File: src/rtl/scan_tick_controller.sv
// Display scan sequencer: programmable tick enable plus digit-multiplex FSM with
// a blanking gap between digits. The divisor is reprogrammed via a four-phase handshake.
module scan_tick_controller #(
    parameter int unsigned DIV_DEFAULT = 5000,
    parameter int unsigned DIV_W       = 32,
    parameter int unsigned DIGITS      = 4,
    parameter int unsigned BLANK_CYC   = 16
) (
    input  logic              inputclk,
    input  logic              rst,
    input  logic              enable,
    input  logic              cfg_req,
    input  logic [DIV_W-1:0]  cfg_div,
    output logic              cfg_ack,
    output logic              tick,
    output logic [1:0]        digit_sel,
    output logic [DIGITS-1:0] anode,
    output logic              blank
);

    // A period of at least BLANK_CYC+2 guarantees the FSM is back in SHOW before the next tick.
    localparam logic [DIV_W-1:0] MIN_DIV = DIV_W'(BLANK_CYC + 2);
    localparam logic [DIV_W-1:0] RST_DIV = (DIV_W'(DIV_DEFAULT) < MIN_DIV) ? MIN_DIV : DIV_W'(DIV_DEFAULT);
    localparam int unsigned BC_W = (BLANK_CYC < 2) ? 1 : $clog2(BLANK_CYC);
    localparam logic [BC_W-1:0] BC_LAST  = BC_W'(BLANK_CYC - 1);
    localparam logic [1:0]      LAST_DIG = 2'(DIGITS - 1);

    typedef enum logic {SHOW, BLANK} state_t;

    logic [DIV_W-1:0] r_count, r_div, r_pend_div;
    logic             r_pending, r_armed, r_tick, r_ack;
    state_t           r_state, w_state_nxt;
    logic [1:0]       r_digit, w_digit_nxt;
    logic [BC_W-1:0]  r_bcnt, w_bcnt_nxt;

    logic             w_wrap, w_capture, w_apply;
    logic [DIV_W-1:0] w_clamped;

    assign w_wrap    = enable && (r_count == r_div - DIV_W'(1));
    assign w_capture = !r_pending && r_armed && cfg_req;
    // Enabled: swap only on a wrap so the old period completes; disabled: swap at once.
    assign w_apply   = r_pending && (w_wrap || !enable);
    assign w_clamped = (cfg_div < MIN_DIV) ? MIN_DIV : cfg_div;

    always_ff @(posedge inputclk or negedge rst) begin
        if (!rst) begin
            r_count    <= '0;
            r_div      <= RST_DIV;
            r_pend_div <= '0;
            r_pending  <= 1'b0;
            r_armed    <= 1'b1;
            r_tick     <= 1'b0;
            r_ack      <= 1'b0;
        end else begin
            r_tick <= w_wrap;
            r_ack  <= w_apply;
            if (w_apply) begin
                r_div     <= r_pend_div;
                r_pending <= 1'b0;
            end
            if (w_capture) begin
                r_pend_div <= w_clamped;
                r_pending  <= 1'b1;
            end
            if (!cfg_req)
                r_armed <= 1'b1;
            else if (w_capture)
                r_armed <= 1'b0;
            if (w_wrap || (w_apply && !enable))
                r_count <= '0;
            else if (enable)
                r_count <= r_count + DIV_W'(1);
        end
    end

    always_ff @(posedge inputclk or negedge rst) begin
        if (!rst) begin
            r_state <= SHOW;
            r_digit <= 2'd0;
            r_bcnt  <= '0;
        end else begin
            r_state <= w_state_nxt;
            r_digit <= w_digit_nxt;
            r_bcnt  <= w_bcnt_nxt;
        end
    end

    always_comb begin
        w_state_nxt = r_state;
        w_digit_nxt = r_digit;
        w_bcnt_nxt  = r_bcnt;
        if (enable) begin
            case (r_state)
                SHOW: begin
                    if (r_tick) begin
                        w_state_nxt = BLANK;
                        w_bcnt_nxt  = '0;
                    end
                end
                BLANK: begin
                    if (r_bcnt == BC_LAST) begin
                        w_state_nxt = SHOW;
                        w_digit_nxt = (r_digit == LAST_DIG) ? 2'd0 : r_digit + 2'd1;
                    end else begin
                        w_bcnt_nxt = r_bcnt + BC_W'(1);
                    end
                end
                default: w_state_nxt = SHOW;
            endcase
        end
    end

    always_comb begin
        anode = '1;
        for (int i = 0; i < int'(DIGITS); i++)
            anode[i] = !((r_state == SHOW) && (r_digit == 2'(i)));
    end

    assign blank     = (r_state == BLANK);
    assign digit_sel = r_digit;
    assign tick      = r_tick;
    assign cfg_ack   = r_ack;

endmodule

File: config.mk
export PLATFORM = sky130hd
export DESIGN_NAME = scan_tick_controller
export DESIGN_NICKNAME = d
export VERILOG_FILES = /design/src/rtl/scan_tick_controller.sv
export SDC_FILE = /design/constraint.sdc
export NUM_CORES = 1
export LEC_CHECK = 0
export CAP_MARGIN = 30
export CORE_MARGIN = 5
export CORE_UTILIZATION = 30
export DETAILED_ROUTE_END_ITERATION = 6
export PLACE_DENSITY = 0.46
export SETUP_SLACK_MARGIN = 0.15
export SYNTH_ARGS = -nofsm -noshare
export SYNTH_HDL_FRONTEND = slang
export SYNTH_SLANG_ARGS = --single-unit
File: constraint.sdc
create_clock -name inputclk -period 3.5 [get_ports inputclk]
set_clock_uncertainty 0.1 [all_clocks]
set_input_delay 0.525 -clock inputclk [delete_from_list [all_inputs] [get_ports inputclk]]
set_output_delay 0.525 -clock inputclk [all_outputs]
set_load 0.1 [all_outputs]
==> impl_results.md, run 1 <==
- Post-synth net total: 759
- Drc violations: 0
- First-pass GRT wire length: 30,900 um
- Reg2reg setup slack: 150 ps
- 1st-iter DRT viols: a little under 600
- PortBufs: 44
- Largest cells by area after synthesis: dfrtp_1 (37%), xnor2_1 (6.1%), a222oi_1 (4.7%), mux2_2 (4.7%), nand3_1 (3.9%)
- RR Endpoint: r_div[30]$_DFFE_PN0P_
- Post-synth ARST share: 100%
- Share of post-route cells with drive strength above 1: roughly 17%
- Area Overhead vs Synth: 18.9%
- Die height: 160 um
- Mapped Cells: 716
- Critical Path Fanout Max: 8
- Setup_tns: 0 ps
- Core area: 0.0224 sq mm
- Sequential share of the synthesized area: 39.7%
- Wire per inst: 18.4 um
- Post-Route WL: 19,200 um
- Setup crit start: r_div[1]$_DFFE_PN0P_
- Gr usage total: 14.7%
- Arrival time worst endpoint: 3530 ps
- Via count: 5,763
- Peak VDD IR: 0.237 mV
- CP endpoint kind: flop
- CTS Sinks: 107
- Tmin final: ~3300 ps
- Max-cap viol count: 0
- Hold Crit Class: in -> async
- Number of synthesized register bits: 107
- Primary FF master, synth: dfrtp_1
- Pwr Density: 433 mW/mm^2
- CTS H-tree lvls: 3
- Yosys cell types: 67
- Unrepaired setup endpoints after global routing: true
- RD Place Congestion: 0.852
- Pwr Total: 3.48 mW
- Hpwl dp: around 13,000 um
- Antenna-violating nets left: 0
- Util after Layout: 35.9%
- Antenna cell count: 0
- Vias in the first global route: 5,734
- Share of the synthesized area in the top cell type: between 30% and 40%
- Commonest non-fill, non-tap cell in the layout: dfrtp_1
- WS Path Type: reg -> reg
- CTS tree: done
- Slew Limit Fails: 0
- Final Net Count: a little under 800
- Root Buffer: clkbuf_16
- Starting Density: 30.2%
- Initial antenna violation count: 0
- Largest net degree at the start of global routing: 63
- Outcome: complete, no violations
- End point of the critical path: r_div[30]$_DFFE_PN0P_
- Drt pass-1 iters: 6
- Tightest Pin Transition: 978 ps
- Clock Tree Buf Depth: 2
- Worst skew pair latency: ~360 ps
- Num CTS Buffers: 9
- Achievable frequency: 0.299 GHz
- Grt total ovfl: 0
- Final design area excluding fillers: 0.00805 sq mm
- Final period util: 95.7%
- Final hold violation count: 0
- FF-to-FF Start: r_div[1]$_DFFE_PN0P_
- Placement Cell Area: 0.00763 sq mm
- Mean Syn Cell Area: between 9 and 10 sq um
- Via density per instance: between 5 and 6
- Req. time, crit path: 3680 ps
- Clock slew at reported path FFs: 80 ps
- Post-Syn Area: 0.00677 sq mm
- Most frequent cells in the layout: dfrtp_1 (99), nand3_1 (53), xnor2_1 (47)
- CP Launch Type: flop
- Final setup violation count: 0
- Static leakage: approximately 2.9 nW
- Rows: 55
- IO Pins: 45
- Die Area: 0.0257 sq mm
- Die width: 160 um
- Synth Warn #: 0
- R2R depth: 11
- Slew headroom: between 30% and 40%
- Post-synth EDFFs: 0
- Cell taking the most area after synthesis: dfrtp_1
-- per-stage QoR --
stage	std cells	setup WS (ps)	hold WS (ps)
after floorplan	716	75.8	129
final	1042	151	72.5
after CTS	1037	133	104
after detailed placement	1020	31.1	391
after global routing	1042	46.5	134
after global placement	1020	21.8	385
-- worst max-delay path: stages, from the launching register on --
cell       delay, ps
dfrtp_2          440
inv_2             90
ha_4             140
or3b_4           410
nor3_4           140
xnor2_1          140
nand4_1          130
or4_1            540
or4_4            480
or2_4            300
clkbuf_16        180
o211ai_1         190
-- state kept, by name (all words and copies together), names as in the netlist --
register and cells:
r_div 32, r_pend_div 32, r_pending 1, cfg_ack 1
r_count 32, blank 1, r_armed 1, tick 1
digit_sel 2, r_bcnt 4
-- power breakdown --
group | total (mW) | leakage [nW] | internal, mW | switching [mW]
clock | 1.02 | 0.141 | 0.511 | 0.505
sequential | 1.69 | 1.26 | 1.44 | 0.247
combinational | 0.777 | 1.53 | 0.366 | 0.412
total | 3.48 | 2.94 | 2.32 | 1.16
-- worst min-delay path by stage --
stage,to
2_1_floorplan,blank$_DFFE_PN0P_
6_report,r_count[27]$_DFFE_PN0P_
5_1_grt,r_count[27]$_DFFE_PN0P_
3_5_place_dp,r_armed$_DFFE_PN1P_
3_3_place_gp,r_armed$_DFFE_PN1P_
4_1_cts,r_count[27]$_DFFE_PN0P_
-- cell usage after synthesis (7+ instances only) --
| cell type | instances |
|---|---|
| inv_1 | 19 |
| and3_1 | 9 |
| nand4_1 | 14 |
| clkbuf_1 | 39 |
| nand3_1 | 53 |
| dfrtp_1 | 101 |
| o21ai_0 | 40 |
| mux2_2 | 28 |
| xor2_1 | 25 |
| nand2_1 | 34 |
| nor4_1 | 11 |
| buf_6 | 7 |
| a222oi_1 | 32 |
| and2_1 | 31 |
| a21oi_1 | 7 |
| ha_1 | 7 |
| nor2_1 | 43 |
| o211ai_1 | 33 |
| nor3_1 | 44 |
| xnor2_1 | 47 |
-- layout make-up --
type	instances	area, sq um
clock inverters	6	46.3
well taps	285	357
inverters	19	71.3
repair buffers	80	817
multi-input cells	535	3830
clock buffers	10	239
fillers	2284	14400
flip-flops and latches	107	2690
-- cells by family after synthesis --
group,synth area share [%]
buffers and inverters,4.99
flip-flops,39.7
AO/OA/AOI/OAI,15.4
AND/OR/NAND/NOR,24.2
multiplexers,5.10
XOR/XNOR,9.32
adder cells (fa/ha/maj),1.29
-- timing repair --
item | 4_1_cts | 5_1_grt
hold buffers | 0 | 0
setup buffers | 1 | 2
setup endpoints to repair | 64 | 67
gates cloned | 0 | 3
gates resized for setup | 9 | 5
pin swaps | 0 | 21
-- routing by layer --
metal  track usage [%]  share of wire, %
met5                 0                 0
met4              4.89               1.8
met3              2.40               4.4
met1              20.7                46
met2              23.2                48
No activity file was read; power rests on OpenSTA's default activity.
==> run 2: changes to the inputs <==
--- a/config.mk
+++ b/config.mk
@@ -8,6 +8,7 @@
 export CAP_MARGIN = 30
 export CORE_MARGIN = 5
 export CORE_UTILIZATION = 30
+export CTS_CLUSTER_SIZE = 8
 export DETAILED_ROUTE_END_ITERATION = 6
 export PLACE_DENSITY = 0.46
 export SETUP_SLACK_MARGIN = 0.15
==> results of run 2 <==
Final layout, timing and power as in run 1 (identical DEF).
